$ cat src/rtl/ser_pkg.sv
// Shared definitions for the serial transmit/receive pair: FSM states and line levels.
package ser_pkg;

   typedef enum logic [2:0] {
      IDLE,
      START,
      DATA,
      PARITY,
      STOP
   } ser_state_e;

   localparam logic LINE_IDLE = 1'b1;
   localparam logic START_BIT = 1'b0;
   localparam logic STOP_BIT  = 1'b1;

endpackage

$ cat src/rtl/ser_tx_if.sv
// Producer-side word handshake plus the serial line and frame status of the transmitter.
interface ser_tx_if #(
   parameter int WIDTH = 8
) ();

   logic [WIDTH-1:0] in_data;
   logic             in_valid;
   logic             in_ready;
   logic             tx;
   logic             busy;
   logic             done;

   modport master (
      output in_data, in_valid,
      input  in_ready, tx, busy, done
   );

   modport slave (
      input  in_data, in_valid,
      output in_ready, tx, busy, done
   );

endinterface

$ cat src/rtl/ser_baud_tick.sv
// Bit-period counter: tick_o is high on the last of every DIV cycles; clear_i holds it at zero.
module ser_baud_tick #(
   parameter int DIV = 4
) (
   input  logic clk,
   input  logic rst,
   input  logic clear_i,
   output logic tick_o
);

   localparam int            CW   = (DIV > 1) ? $clog2(DIV) : 1;
   localparam logic [CW-1:0] LAST = CW'(DIV - 1);

   logic [CW-1:0] cnt_q;
   logic [CW-1:0] cnt_d;

   assign tick_o = (cnt_q == LAST);

   always_comb begin
      cnt_d = cnt_q + CW'(1);
      if (clear_i || tick_o) begin
         cnt_d = '0;
      end
   end

   always_ff @(posedge clk or posedge rst) begin
      if (rst) begin
         cnt_q <= '0;
      end else begin
         cnt_q <= cnt_d;
      end
   end

endmodule

$ cat src/rtl/ser_tx.sv
// UART-style transmitter: start bit, WIDTH data bits LSB first, stop bit, DIV cycles per bit.
// Defining SER_TX_PARITY_EN inserts an even-parity bit between the last data bit and the stop bit.
module ser_tx
   import ser_pkg::*;
#(
   parameter int WIDTH = 8,
   parameter int DIV   = 4
) (
   input logic     clk,
   input logic     rst,
   ser_tx_if.slave bus
);

   localparam int            IW       = $clog2(WIDTH) + 1;
   localparam logic [IW-1:0] LAST_IDX = IW'(WIDTH - 1);

   ser_state_e       state_q;
   logic [WIDTH-1:0] shift_q;
   logic [WIDTH-1:0] shift_d;
   logic [IW-1:0]    idx_q;
   logic             tx_q;
   logic             busy_q;
   logic             done_q;
   logic             tick;
`ifdef SER_TX_PARITY_EN
   logic             par_q;
`endif

   // Counter is held cleared in IDLE so the start bit always lasts a full DIV cycles.
   ser_baud_tick #(.DIV(DIV)) u_baud (
      .clk     (clk),
      .rst     (rst),
      .clear_i (state_q == IDLE),
      .tick_o  (tick)
   );

   assign shift_d = shift_q >> 1;

   always_ff @(posedge clk or posedge rst) begin
      if (rst) begin
         state_q <= IDLE;
         shift_q <= '0;
         idx_q   <= '0;
         tx_q    <= LINE_IDLE;
         busy_q  <= 1'b0;
         done_q  <= 1'b0;
`ifdef SER_TX_PARITY_EN
         par_q   <= 1'b0;
`endif
      end else begin
         done_q <= 1'b0;
         case (state_q)
            IDLE: begin
               if (bus.in_valid) begin
                  shift_q <= bus.in_data;
                  idx_q   <= '0;
                  tx_q    <= START_BIT;
                  busy_q  <= 1'b1;
                  state_q <= START;
`ifdef SER_TX_PARITY_EN
                  par_q   <= 1'b0;
`endif
               end
            end
            START: begin
               if (tick) begin
                  tx_q    <= shift_q[0];
                  state_q <= DATA;
               end
            end
            DATA: begin
               if (tick) begin
                  shift_q <= shift_d;
                  idx_q   <= idx_q + IW'(1);
`ifdef SER_TX_PARITY_EN
                  par_q   <= par_q ^ shift_q[0];
`endif
                  if (idx_q == LAST_IDX) begin
`ifdef SER_TX_PARITY_EN
                     tx_q    <= par_q ^ shift_q[0];
                     state_q <= PARITY;
`else
                     tx_q    <= STOP_BIT;
                     state_q <= STOP;
`endif
                  end else begin
                     tx_q <= shift_d[0];
                  end
               end
            end
`ifdef SER_TX_PARITY_EN
            PARITY: begin
               if (tick) begin
                  tx_q    <= STOP_BIT;
                  state_q <= STOP;
               end
            end
`endif
            STOP: begin
               if (tick) begin
                  tx_q    <= LINE_IDLE;
                  busy_q  <= 1'b0;
                  done_q  <= 1'b1;
                  state_q <= IDLE;
               end
            end
            default: begin
               tx_q    <= LINE_IDLE;
               busy_q  <= 1'b0;
               state_q <= IDLE;
            end
         endcase
      end
   end

   assign bus.in_ready = (state_q == IDLE);
   assign bus.tx       = tx_q;
   assign bus.busy     = busy_q;
   assign bus.done     = done_q;

endmodule
$ cat src/flat_wrapper.sv
// flat-port wrapper written by rule: the top's interface ports become plain ports
module ser_tx_flat import ser_pkg::*;
#(
   parameter int WIDTH = 8,
   parameter int DIV   = 4
)
  (clk, rst, bus_in_data, bus_in_valid, bus_in_ready, bus_tx, bus_busy, bus_done);
  ser_tx_if #(.WIDTH(WIDTH)) bus_i ();
  input logic clk;
  input logic rst;
  input wire logic [$bits(bus_i.in_data)-1:0] bus_in_data;
  input wire logic [$bits(bus_i.in_valid)-1:0] bus_in_valid;
  output wire logic [$bits(bus_i.in_ready)-1:0] bus_in_ready;
  output wire logic [$bits(bus_i.tx)-1:0] bus_tx;
  output wire logic [$bits(bus_i.busy)-1:0] bus_busy;
  output wire logic [$bits(bus_i.done)-1:0] bus_done;
  assign bus_i.in_data = bus_in_data;
  assign bus_i.in_valid = bus_in_valid;
  assign bus_in_ready = bus_i.in_ready;
  assign bus_tx = bus_i.tx;
  assign bus_busy = bus_i.busy;
  assign bus_done = bus_i.done;
  ser_tx #(.WIDTH(WIDTH), .DIV(DIV)) u_core (.clk(clk), .rst(rst), .bus(bus_i));
endmodule
$ cat config.mk
export PLATFORM = sky130hd
export DESIGN_NAME = ser_tx_flat
export DESIGN_NICKNAME = d
export VERILOG_FILES = /design/src/rtl/ser_pkg.sv /design/src/rtl/ser_tx_if.sv /design/src/rtl/ser_baud_tick.sv /design/src/rtl/ser_tx.sv /design/src/flat_wrapper.sv
export SDC_FILE = /design/constraint.sdc
export NUM_CORES = 1
export LEC_CHECK = 0
export ABC_CLOCK_PERIOD_IN_PS = 2200
export CORE_AREA = 2 2 49 56
export CTS_CLUSTER_SIZE = 14
export DETAILED_ROUTE_END_ITERATION = 6
export DIE_AREA = 0 0 51 58
export GPL_ROUTABILITY_DRIVEN = 0
export PLACE_DENSITY = 0.66
export SLEW_MARGIN = 20
export SYNTH_ARGS = -nofsm -noshare
export SYNTH_HDL_FRONTEND = slang
export SYNTH_SLANG_ARGS = --single-unit
$ cat constraint.sdc
create_clock -name clk -period 2.2 [get_ports clk]
set_clock_uncertainty 0.15 [all_clocks]
set_input_delay 0.22 -clock clk [delete_from_list [all_inputs] [get_ports clk]]
set_output_delay 0.22 -clock clk [all_outputs]
set_load 0.02 [all_outputs]
# Yosys cells after proc, flatten, opt, wreduce, memory -nomap -nowiden
# Index checks and enable logic that the tools add are counted.
[word_totals]
output_inout_bits = 4
memories = 0
elab_cells = 52
reg_bits = 20
romBits = 0
mem_bits_rw = 0
latch_bits = 0
[classes]
div = 0
magnitude_cmp = 0
mux = 24
n_reduce_logical = 8
addsub = 2
n_eq_ne = 10
n_mul = 0
n_bitwise = 1
shifts = 0
[ops]
columns = ["cell", "n"]
rows = [
  ["$mux W8", 2],
  ["$pmux W8 S2", 1],
  ["$mux W3", 5],
  ["$pmux W3 S4", 1],
  ["$mux W1", 9],
  ["$mux W4", 2],
  ["$ne A2 B2 Y1 const B", 4],
  ["$pmux W4 S2", 1],
  ["$reduce_and A3 Y1", 2],
  ["$reduce_and A5 Y1", 1],
  ["$add A4 B1 Y4 const B", 1],
  ["$eq A4 B3 Y1 const B", 1],
  ["$pmux W1 S4", 1],
  ["$reduce_and A4 Y1", 1],
  ["$eq A3 B1 Y1 const B", 1],
  ["$eq A3 B2 Y1 const B", 1],
  ["$eq A3 B3 Y1 const B", 1],
  ["$logic_not A3 Y1", 1],
  ["$pmux W1 S3", 1],
  ["$add A2 B1 Y2 const B", 1],
  ["$eq A2 B2 Y1 const B", 1],
  ["$mux W2", 1],
  ["$ne A2 B1 Y1 const B", 1],
  ["$reduce_bool A2 Y1", 1],
  ["other kinds (3)", 3],
]

# Longest topological paths before layout
# Gate-level depths: netlist of the first run.
[depth]
depth_word = 4
depth_mapped = 5

# Modules after synthesis
# Synthesis of the first run repeated with hierarchy kept, for this count alone.
[unflattened]
hier_cells = 100
hier_area_um2 = 1038.5
[by_module_without_submodules]
columns = ["module", "seq_area_each_um2", "cells_each", "instances", "area_each_um2"]
rows = [
  ["ser_tx", 451.7, 94, 1, 949.7],
  ["ser_baud_tick", 50.0, 6, 1, 88.8],
]

# Worst setup path after synthesis of the first run
# No wires, ideal clock.
[synth_timing]
kind = "flip-flop to flip-flop"
from = "register u_core.state_q[2]"
to = "register u_core.shift_q[1]"
path_buffers = 1
path_stages_with_launch = 5
t_arrival_ps = 1473
slack_ps = 454
setup_ps = 123
path_cell_list = "dfrtp_1 > buf_2 > nor3_2 > nand2_1 > o221a_1"
[synth_via]
elab_chain_len = 3
elab_cells_between_ends = 7
classes_between = "3 x eq/ne; 1 x mux; 3 x reduce/logical"
[synth_rtl]
columns = ["element", "line", "source"]
rows = [
  ["start, declared", "ser_tx.sv:17", "ser_state_e state_q;"],
  ["start signal, assigned", "ser_tx.sv:41", "state_q <= IDLE;"],
  ["start signal, assigned", "ser_tx.sv:59", "state_q <= START;"],
  ["start signal, assigned", "ser_tx.sv:68", "state_q <= DATA;"],
  ["$logic_not A3 Y1 (*)", "--", ""],
  ["named net bus_in_ready", "flat_wrapper.sv:13", "output wire logic [$bits(bus_i.in_ready)-1:0] bus_in_ready;"],
  ["$ne A2 B2 Y1 (no source line) or $reduce_bool A2 Y1 (tied branches)", "--", ""],
  ["$reduce_and A3 Y1 (no source line)", "--", ""],
  ["end signal, assigned", "ser_tx.sv:55", "shift_q <= bus.in_data;"],
  ["end signal, assigned", "ser_tx.sv:73", "shift_q <= shift_d;"],
  ["end, declared", "ser_tx.sv:18", "logic [WIDTH-1:0] shift_q;"],
]
# Mark *: on every way through the listed nets, which the timed path passes. The rest lies on a longest branch.
# A chain may end at the register's enable or synchronous reset.

# Worst setup path after layout of the first run
[layout_timing]
from = "register u_core.state_q[2]"
to = "output port bus_in_ready"
[layout_via]
elab_chain_len = 1
[layout_rtl]
columns = ["element", "line", "source"]
rows = [
  ["$logic_not A3 Y1", "ser_tx.sv:116", "assign bus.in_ready = (state_q == IDLE);"],
  ["end, declared", "flat_wrapper.sv:13", ""],
]
# Every way passes these cells.

==> results of run 1 <==
## cells by family after synthesis
logic type	Yosys count	synth area share, %
simple gates	34	22.09
flops	20	48.67
compound gates	19	14.93
buf+inv	13	5.340
mux	6	6.553
fa+ha+maj	2	2.427
## report_power, final
part	total, µW	switching [µW]	internal, µW
combinational	612	302	311
clock	215	114	101
sequential	620	117	503
## synth_stat cells, types with 2 or more instances
cell      count  area, µm²
buf_2         5      25.02
o41ai_1       2      17.52
o221a_1       6      67.56
nand2_1       4      15.01
mux2i_1       2      20.02
o21ai_1       3      15.01
nor3b_1       2      15.01
nand4b_1      5      43.79
inv_1         4      15.01
nand3_1       3      15.01
dfrtp_1      19      475.5
nor4b_1       3      26.28
nor3_1        4      20.02
ha_1          2      25.02
nor2_1        3      11.26
mux2_1        2      22.52
clkbuf_1      2      7.510
buf_1         2      7.510
nand4_1       2      12.51
a21oi_1       3      15.01
## worst min path at each step
stage | from | slack, ps | endpoint | depth (start not counted)
after floorplan | rst | 30 | u_core.bus.busy | 1
after global placement | u_core.u_baud.cnt_q[0] | 270 | u_core.u_baud.cnt_q[0] | 1
after detailed placement | u_core.u_baud.cnt_q[0] | 280 | u_core.u_baud.cnt_q[0] | 1
after CTS | rst | 80 | u_core.idx_q[0] | 3
after global routing | rst | 90 | u_core.shift_q[6] | 3
final | rst | 70 | u_core.idx_q[0] | 3
## through the flow
stage	util (%)	instances	cell area (µm²)	total power, µW
floorplan	-	94	1031	1021
global placement	51.22	138	1230	1220
detailed placement	51.22	138	1230	1239
CTS	52.74	142	1266	1456
global route	52.79	142	1267	1553
finish	52.79	142	1267	1447
## cells in the final DEF (no fill, tap or decap), drive strengths merged, types with 4 or more instances in the layout
cell           count
inv                4
dfrtp             19
nand2              4
nor3               6
clkbuf             4
clkdlybuf4s50     14
nand4b             5
o21ai              4
buf                8
o221a              6
## critical path, stage by stage (launching register included)
cell             delay, ps
dfrtp_1                500
nor3_2                 260
clkdlybuf4s50_1        640
## what timing repair did
| action | CTS | global route |
|---|---|---|
| endpoints found under the setup margin | 0 | 1 |
| buffers inserted | 0 | 0 |
| hold buffers | 0 | 0 |
| resized for setup | 0 | 1 |
## flip-flops by register name (all words and copies together) (netlist names)
register and cells:
u_core.bus.busy 1, u_core.u_baud.cnt_q 2, u_core.bus.done 1, u_core.idx_q 4, u_core.shift_q 8, u_core.state_q 3
u_core.bus.tx 1
## area by class of cell
| type | instances | share of cell area, % |
|---|---|---|
| tap | 31 | 3.060 |
| inverter | 4 | 1.185 |
| sequential | 20 | 39.68 |
| multi-input combinational | 61 | 37.41 |
| timing repair buffer | 22 | 15.79 |
| clock buffer | 4 | 2.863 |
## routing by layer
| metal | wire length [µm] | track usage (%) | vias to the layer above |
|---|---|---|---|
| met5 | 0 | 0 | - |
| met4 | 36 | 9.266 | 0 |
| met3 | 69 | 2.577 | 4 |
| met2 | 1047 | 27.46 | 15 |
| met1 | 1054 | 23.48 | 407 |
| li1 | - | - | 392 |
==> run summary, run 1 <==
Min-delay worst type: input port to async pin
Nets@finish: 125
Post-DP HPWL: 1552 µm
Via density: 5.761
Max cap viols: 0
Max_slew headroom: 73.23%
Synth Instances: 94
Clock latency at the later pin of the worst-skew pair: 300 ps
Antenna cells: 0
First-pass GRT wire length: 3870 µm
Asr flop ratio synth: 100.0%
Seq/Total Area, Yosys: 48.67%
Via count: 818
Max-slew violation count: 0
Number of DRC markers in iteration 0: 33
CTS tree: built
RSZ-0062 raised after global routing: no
Cell Pwr Density: 1142 nW/µm²
R2R Path Start: u_core.state_q[1]
Antenna violations before repair: 0
Outcome: complete, no violations
CTS Sinks: 20
GRT overflow: 0
Row Count: 19
Area of the multi-input gates: 474.2 µm²
Mapped cell area: 1031 µm²
Num CTS Buffers: 3
Critical Path Start: u_core.state_q[2]
Smallest hold slack: 73.91 ps
Crit path DAT: 1700 ps
Fin crit share: 94.15%
Clock transition at path regs: 110 ps
FF-to-FF End: u_core.bus.tx
Register bit total from synthesis: 20
Crit-path max FO: 8
Port Buffers: 14
I/O pin total: 15
Final wirelength: 2208 µm
Pre-CTS setup slack: 329.5 ps
CTS Root Cell: clkbuf_4
Post-Syn Nets: 107
Avg WL per Cell: 15.55 µm
H-tree Lvls: 1
Number of enable flip-flop cells after synthesis: 0
CTS max path bufs: 2
Die area: 2958 µm²
Tot GR Track Use: 17.52%
Tmin final: 2071 ps
Syn. warnings: 0
Setup CP Type: flip-flop to output pin
Internal reg-to-reg setup slack: 390 ps
Worst VDD drop: 544.5 µV
Slew @ Worst Pin: 401.5 ps
Setup TNS: 0 ps
1st-pass router iterations: 4
Worst setup path endpoint: bus_in_ready
Final Worst Setup Slack: 128.6 ps
ANT nets after route: 0
Synth cell types: 36
Initial core utilization: 42.94%
Worst EP required: 1830 ps
Register Area: 503.0 µm²
Achievable frequency: 0.4828 GHz
Synthesis-to-finish area growth: 22.94%
Final setup fails: 0
Share of layout cells above drive strength 1: 16.22%
FF-to-FF path depth: 4
Crit end category: output pin
Leakage: 0.0004907 µW
Top FF cell, synth: dfrtp_1
Total core area: 2401 µm²
DRC violations left: 0
Vias in the first global route: 829
Die Ht: 58 µm
Layout fillers: 226
Syn Area/Cell: 10.97 µm²
Die W: 51 µm
Startpoint Class: flip-flop
Largest net degree at the start of global routing: 21
Final Hold Fails: 0
Power figures use the tool's default switching activity.
==> inputs of run 2 (changes only) <==
ABC_CLOCK_PERIOD_IN_PS = 2290   (was 2200)
clock period = 2.29 ns   (was 2.2 ns; I/O delays follow)
==> run 2 against run 1 <==
Final cell count shrank 1.4%. Sequential share of layout area up 0.54 points. Non-clock buffer count shrank 2. Global-route usage down 0.63 points. Cell area is 1.1% lower. Clock power fell by 6%. Register-to-register slack better by 50 ps. Combinational power fell by 7.7%. Clock-buffer cell count unchanged. Critical path type unchanged.
==> run summary, run 2 (synthesis gave the netlist of run 1 again) <==
CTS Sinks: 20 (unchanged)
ANT nets after route: 0 (unchanged)
Die area: 2958 µm² (unchanged)
Final Worst Setup Slack: 170.2 ps (+41.55 ps)
Commonest non-fill, non-tap cell in the layout: dfrtp_1
Routed wl met3: 98 µm (+42%)
RSZ-0062 raised after global routing: no
1st-pass router iterations: 4 (unchanged)
Leakage: 0.0004775 µW (-2.7%)
H-tree Lvls: 1 (unchanged)
Outcome: complete, no violations
Slew @ Worst Pin: 419.6 ps (+18.08 ps)
CTS tree: built
Biggest regs: u_core.shift_q x8, u_core.idx_q x4, u_core.state_q x3
Synthesis-to-finish area growth: 21.60%
Post-DP HPWL: 1504 µm (-3.1%)
Top Layer Used: met4
Max_slew headroom: 71.93% (-1.3 points)
Final wirelength: 2132 µm (-3.4%)
Total core area: 2401 µm² (unchanged)
Internal power: 871.5 µW (-4.7%)
Max cap viols: 0 (unchanged)
Num CTS Buffers: 3 (unchanged)
Crit path DAT: 1740 ps (+40 ps)
I/O pin total: 15 (unchanged)
Antenna cells: 0 (unchanged)
Setup TNS: 0 ps (unchanged)
Nets@finish: 123 (-1.6%)
Max-slew violation count: 0 (unchanged)
Crit-path max FO: 16 (+8)
Die W: 51 µm (unchanged)
Share of layout cells above drive strength 1: 15.60% (-0.62 points)
Port Buffers: 14 (unchanged)
Power share of the sequential group: 43.9% (+1.1 points)
Clock Power Share: 14.7% (-0.2 points)
Combinational share of power: 41.4% (-0.9 points)
Top reg by flops: u_core.shift_q
Most frequent cells in the layout: dfrtp_1, clkdlybuf4s50_1, o221a_1, buf_4, nand4b_1
DR WL met2: 1039 µm (-0.76%)
Pre-CTS setup slack: 335.4 ps (+5.913 ps)
DRC violations left: 0 (unchanged)
Row Count: 19 (unchanged)
Avg WL per Cell: 15.23 µm (-2.1%)
Tmin final: 2120 ps
Achievable frequency: 0.4717 GHz
Clock transition at path regs: 110 ps (about the same)
WL met1: 947 µm (-10%)
Via count: 801 (-2.1%)
Vias in the first global route: 842 (+1.6%)
Startpoint Class: flip-flop
GRT overflow: 0 (unchanged)
Number of DRC markers in iteration 0: 21 (-36%)
Die Ht: 58 µm (unchanged)
Post-CTS setup buffer count: 0 (unchanged)
Worst VDD drop: 631.0 µV (+16%)
Largest register FFs: 8 (unchanged)
Initial core utilization: 42.94% (unchanged)
Final Hold Fails: 0 (unchanged)
Final setup fails: 0 (unchanged)
Min-delay worst type: input port to async pin
CTS Root Cell: clkbuf_4
Via density: 5.721 (-0.68%)
Tot GR Track Use: 16.89% (-0.63 points)
Antenna violations before repair: 0 (unchanged)
Largest net degree at the start of global routing: 21 (unchanged)
Worst EP required: 1910 ps (+80 ps)
Cell Pwr Density: 1090 nW/µm² (-4.5%)
NetSw: 495.5 µW (-7.1%)
First-pass GRT wire length: 3739 µm (-3.4%)
Clock latency at the later pin of the worst-skew pair: 300 ps (about the same)
Setup CP Type: flip-flop to output pin
Crit end category: output pin
Fin crit share: 92.57%
Sw Share: 36.25% (-0.59 points)
CTS max path bufs: 2 (unchanged)
==> run 2: cell count changes in the layout (fill, tap and decap cells not counted), sizes merged <==
cell  previous run  this run
buf              8         6
==> run 2: timing repair <==
item	CTS	global route
endpoints found under the setup margin	0	1
hold buffers	0	0
gates resized for setup	0	2
endpoints found under the hold margin	0	0
==> run 2: power groups by stage <==
stage	clock [µW]	sequential, µW	combinational (µW)
floorplan	0	556	425
global placement	0	600	558
detailed placement	0	606	566
CTS	212	597	573
global route	226	620	628
finish	202	600	565
==> run 2: layout make-up <==
cell class	instances	area (µm²)
fill	213	1147
tap	31	38.79
clock buffer	4	36.28
sequential	20	504.2
multi-input combinational	61	474.2
inverter	4	15.01
timing repair buffer	20	185.2
==> run 2: worst paths after layout <==
| kind | startpoint | end | slack, ps | cells past startpoint |
|---|---|---|---|---|
| setup / recovery | u_core.state_q[2] | bus_in_ready | 170 | 2 |
| hold / removal | rst | u_core.state_q[0] | 90 | 3 |
| min in group clk | u_core.u_baud.cnt_q[0] | u_core.u_baud.cnt_q[0] | 290 | 1 |
| setup reg to reg | u_core.state_q[0] | u_core.shift_q[0] | 440 | 4 |
| max in group asynchronous | rst | u_core.bus.tx | 1630 | 3 |
| hold reg to reg | u_core.u_baud.cnt_q[0] | u_core.u_baud.cnt_q[0] | 290 | 1 |
==> run 2: layer usage <==
layer	track usage [%]	vias up
met5	0	-
met4	10.42	0
met3	4.639	6
met2	26.90	17
met1	20.17	389
li1	-	389
==> run 2: worst max-delay path, cell delays in order (launching register included) <==
cell	delay, ps
dfrtp_2	540
nor3_2	250
clkdlybuf4s50_1	650
==> run 2: through the flow <==
step / util, % / cell area [µm²] / total power [µW] / cells / hold slack (ps)
floorplan: - / 1031 / 980.4 / 94 / 42.09
finish: 52.21 / 1254 / 1367 / 140 / 91.08
CTS: 52.11 / 1251 / 1382 / 140 / 86.38
global placement: 50.60 / 1215 / 1158 / 136 / 274.3
global route: 52.21 / 1254 / 1475 / 140 / 116.4
detailed placement: 50.60 / 1215 / 1172 / 136 / 281.8
==> RTL change 1 (flow settings as in run 1) <==
Build with the macro `SER_TX_PARITY_EN` defined.
--- a/src/rtl/ser_tx.sv
+++ b/src/rtl/ser_tx.sv
@@ -2,2 +2,4 @@
 // Defining SER_TX_PARITY_EN inserts an even-parity bit between the last data bit and the stop bit.
+`define SER_TX_PARITY_EN
+
 module ser_tx
Formal check against the unedited RTL: same outputs for any inputs over 10 cycles, from zero or initial values and one cycle with rst high; that may be too few to reach the edited logic, so the function may still have changed.
==> RTL change 1 against run 1 <==
- cell count grew 8.5%
- routed wire length decreased by 6.5%
- sequential cell count up 1
- area after synthesis is 7.0% higher
- largest cell class unchanged
- critical path type unchanged
- total power is 6.6% higher
- setup slack got worse by 0.022 ns
- final area increased by 2.8%
==> RTL change 1: results (changes against run 1) <==
Mean post-synth cell area -> 10.3 µm² (-6.0%)
Worst-path maximum fanout -> 13 (+5)
Worst path max stage delay -> 0.64 ns (about the same)
Power per cell area -> 1180 nW/µm² (+3.7%)
Synth Net Count -> 121 (+13%)
Largest net degree at the start of global routing -> 22 (+4.8%)
Max-slew headroom -> 0.729 (-0.00295)
Met3 WL -> 94 µm (+36%)
Static Leakage -> 0.000576 µW (+17%)
Synth top cells by count -> dfrtp_1 (20), nand2_1 (13), mux2i_1 (9)
WL met2 -> 995 µm (-5.0%)
Via count -> 825 (+0.86%)
Iter 0 DRT Violations -> 12 (-64%)
First-pass GRT wire length -> 3570 µm (-7.6%)
Final nets -> 138 (+10%)
Synth cell types -> 39 (+8.3%)
Power Clock -> 184 µW (-14%)
Share of cells above drive strength 1 -> 0.122 (-0.0402)
Worst vdd ir -> 0.710 mV (+30%)
Clock root buffer -> clkbuf_4
Final Hold Vio Count -> 0 (unchanged)
Post-place instance area -> 1270 µm² (+3.4%)
Clock latency on the worst-skew pair -> 0.30 ns (about the same)
Min-Delay Path Class -> in2async
Met3 usage -> 0.0335 (+0.00773)
Sequential area share after synthesis -> 0.477 (-0.00933)
Status -> completed
Placed cells -> 150 (+8.7%)
Vias in the first global route -> 807 (-2.7%)
FILL cells -> 229 (+1.3%)
Wl on met1 -> 930 µm (-12%)
Crit path DAT -> 1.72 ns (+0.02 ns)
GR Layer Usage met2 -> 0.273 (-0.00186)
Internal -> 942 µW (+3.0%)
Place WS -> 0.312 ns (-0.0175 ns)
Synth area leaders -> dfrtp_1 (45%), mux2i_1 (8.2%), nand2_1 (4.4%)
IO Port Bufs -> 14 (unchanged)
Total Routing Usage GR -> 0.162 (-0.0127)
M1 GR Usage -> 0.202 (-0.0328)
Vias per cell -> 5.36 (-7.0%)
WL per Instance -> 13.4 µm (-14%)
Comb. pwr -> 679 µW (+11%)
DP HPWL -> 1540 µm (-0.92%)
-- RTL change 1: cell count changes in the layout (fill, tap and decap cells not counted), sizes merged, moves of 3 or more --
cell,before,now
buf,8,4
mux2i,3,9
nand2,4,14
nand3,3,0
nand4b,5,0
nor2,3,6
nor3,6,3
nor4b,3,0
o21ai,4,12
o221a,6,0
-- RTL change 1: cells by family after synthesis --
logic type      Yosys count  synth area share
simple gates             34             0.164
compound gates           27             0.166
flops                    21             0.477
buf+inv                  10            0.0510
mux                      10            0.0918
fa+ha+maj                 3            0.0340
xor+xnor                  2            0.0159
-- RTL change 1: worst paths after layout --
path | start | end | cells after the start | slack (ns)
max | u_core.state_q[1]$_DFFE_PP0P_ | bus_in_ready | 2 | 0.11
min | rst | u_core.bus.done$_DFF_PP0_ | 3 | 0.09
max reg2reg | u_core.state_q[1]$_DFFE_PP0P_ | u_core.idx_q[0]$_DFFE_PP0P_ | 4 | 0.39
min reg2reg | u_core.u_baud.cnt_q[0]$_DFF_PP0_ | u_core.u_baud.cnt_q[0]$_DFF_PP0_ | 1 | 0.33
max in group asynchronous | rst | u_core.bus.tx$_DFFE_PP1P_ | 3 | 1.54
min in group clk | u_core.u_baud.cnt_q[0]$_DFF_PP0_ | u_core.u_baud.cnt_q[0]$_DFF_PP0_ | 1 | 0.33
-- RTL change 1: area by class of cell --
type	count	area (µm²)	area share
multi-input combinational	76	526	0.403
timing repair buffer	18	170	0.131
clock buffer	4	26.3	0.0202
tap	31	38.8	0.0298
sequential	21	527	0.404
inverter	4	15.0	0.0115
-- RTL change 1: timing repair --
action	4_1_cts	5_1_grt
resized for setup	1	0
setup buffers	0	0
endpoints found under the setup margin	1	0
-- RTL change 1: worst min-delay path, delay by kind of cell --
kind                   cells  cell delay, ns
buffers and inverters      3            0.72
==> RTL change 2 (flow settings as in run 1) <==
Made on the original files. Re-encode `ser_state_e` (5 states) as one-hot, 5 bits wide.
--- a/src/rtl/ser_pkg.sv
+++ b/src/rtl/ser_pkg.sv
@@ -3,8 +3,8 @@
 
-   typedef enum logic [2:0] {
-      IDLE,
-      START,
-      DATA,
-      PARITY,
-      STOP
+   typedef enum logic [4:0] {
+      IDLE   = 5'b00001,
+      START  = 5'b00010,
+      DATA   = 5'b00100,
+      PARITY = 5'b01000,
+      STOP   = 5'b10000
    } ser_state_e;
Formal check against the unedited RTL: same outputs for any inputs over 10 cycles, from zero or initial values and one cycle with rst high; not proved beyond that.
==> RTL change 2 against run 1 <==
- cell count rose by 13%
- sequential cell count rose by 1
- critical path depth rose by 3
- utilization rose by 2.3 points
- count of clock-buffer cells in the layout did not move
- routed wire length fell by 7.5%
- final area rose by 4.3%
- global-route usage fell by 0.81 points
- area after synthesis rose by 9.8%
- setup slack improved by 0.12 ns
- sequential power fell by 5.0%
- clock power fell by 16%
- total power fell by 9.4%
- critical endpoint is now u_core.idx_q[3]$_DFFE_PP0P_
==> RTL change 2: results (changes against run 1) <==
# H-tree levels -> 1 (unchanged)
Synth Net Count -> 127 (+19%)
R2r setup slk -> 0.25 ns (-0.14 ns)
Status -> completed
Clock latency on the worst-skew pair -> 0.29 ns
Clock root buffer -> clkbuf_4
FF-to-FF path depth -> 5 (+1)
DP HPWL -> 1470 µm (-5.4%)
Final nets -> 144 (+15%)
Worst Tran Pin Value -> 0.585 ns (+0.184 ns)
Largest net degree at the start of global routing -> 22 (+4.8%)
Sequential area share after synthesis -> 0.466 (-0.0204)
Share of cells above drive strength 1 -> 0.109 (-0.0536)
Area share of fa/ha/maj cells after synthesis -> 0.0331 (+0.00888)
Fin crit period -> 1.95 ns (-0.122 ns)
Reg2Reg Launch Point -> u_core.state_q[0]$_DFFE_PP1P_
Synth cell types -> 36 (unchanged)
CP Capture Type -> flip-flop
Iter 0 DRT Violations -> 18 (-45%)
Synth area leaders -> dfrtp_1 (42%), mux2i_1 (6.2%), nand2_1 (5.3%)
Max clock buf depth -> 2 (unchanged)
Regs by FF count -> u_core.shift_q: 8 flops, u_core.idx_q: 4 flops, u_core.state_q: 4 flops
Total Routing Usage GR -> 0.167 (-0.00810)
Static Leakage -> 0.000603 µW (+23%)
M1 GR Usage -> 0.218 (-0.0170)
Mux cell area share after synthesis -> 0.0718 (+0.00629)
Vias per cell -> 5.33 (-7.5%)
WL per Instance -> 12.8 µm (-18%)
Synthesis Warnings -> 0 (unchanged)
Compound-Gate Fraction of Synth Area -> 0.141 (-0.00784)
IO Port Bufs -> 14 (unchanged)
Fraction of registers with async set/reset -> 1.00 (unchanged)
Post-synthesis xor/xnor area fraction -> 0.00773 (+0.00773)
Place WS -> 0.195 ns (-0.135 ns)
Crit path DAT -> 1.98 ns (+0.28 ns)
Worst-path maximum fanout -> 21 (+13)
Worst vdd ir -> 0.532 mV (-2.2%)
Vias in the first global route -> 845 (+1.9%)
Prevailing post-synth register cell -> dfrtp_1
First-pass DRT Iterations -> 4 (unchanged)
Synth top cells by count -> dfrtp_1 (19), nand2_1 (16), o21ai_1 (11)
Setup bufs post-CTS -> 0 (unchanged)
Min-Delay Path Class -> in2async
Initial antenna violation count -> 0 (unchanged)
First-pass GRT wire length -> 3810 µm (-1.6%)
R2R Path End -> u_core.idx_q[3]$_DFFE_PP0P_
==> RTL change 2: changes by cell type in the layout (fill, tap and decap cells not counted), sizes merged, moves of 3 or more <==
cell / change
mux2i: +4
nand2: +12
nand4b: -4
o21ai: +13
o221a: -6
nor3: -3
==> RTL change 2: power breakdown <==
part           switching, µW  internal (µW)  leakage [µW]
clock                    110           70.4     0.0000150
sequential              69.9            519      0.000269
combinational            292            248      0.000319
total                    473            838      0.000603
==> RTL change 2: worst max-delay path, stage by stage (launching register included) <==
cell and delay [ns]:
dfstp_2 0.55, buf_4 0.20, nand3b_1 0.10, a211o_1 0.54, o21ai_1 0.22, o31ai_1 0.08
==> RTL change 2: metrics by stage <==
stage	cell area [µm²]	total power, µW	instances	util
after global routing	1320	1440	160	0.551
after CTS	1320	1320	160	0.551
after detailed placement	1300	1150	156	0.540
after floorplan	1130	994	113	-
final	1320	1310	160	0.551
after global placement	1300	1140	156	0.540
==> RTL change 2: metal layers <==
layer  vias to the layer above  share of wire
met4                         0         0.0083
met3                         2          0.033
met1                       409           0.47
met2                        13           0.49
met5                         -              0
li1                        429              -
==> RTL change 2: cells by family after synthesis <==
family                     after synthesis
muxes                                    8
buffers and inverters                   12
AOI/OAI and AO/OA                       27
and+or+nand+nor                         41
xor gates and xnor gates                 1
adders and majority gates                3
DFF                                     21
==> RTL change 2: layout make-up <==
type	instances	area (µm²)
Clock buffer	4	26.3
Fill cell	228	1080
Inverter	3	11.3
Multi-Input combinational cell	80	527
Sequential cell	21	528
Tap cell	31	38.8
Timing Repair Buffer	21	191
==> RTL change 2: worst min path at each step <==
stage / to / slack (ns)
floorplan: u_core.bus.busy$_DFFE_PP0P_ / 0.05
global placement: u_core.u_baud.cnt_q[0]$_DFF_PP0_ / 0.31
detailed placement: u_core.u_baud.cnt_q[0]$_DFF_PP0_ / 0.31
CTS: u_core.shift_q[7]$_DFFE_PP0P_ / 0.10
global route: u_core.shift_q[4]$_DFFE_PP0P_ / 0.12
finish: u_core.shift_q[7]$_DFFE_PP0P_ / 0.09
==> RTL change 2: what timing repair did <==
action,CTS,global route
setup endpoints to repair,1,0
endpoints found under the hold margin,0,0
resized for setup,1,0
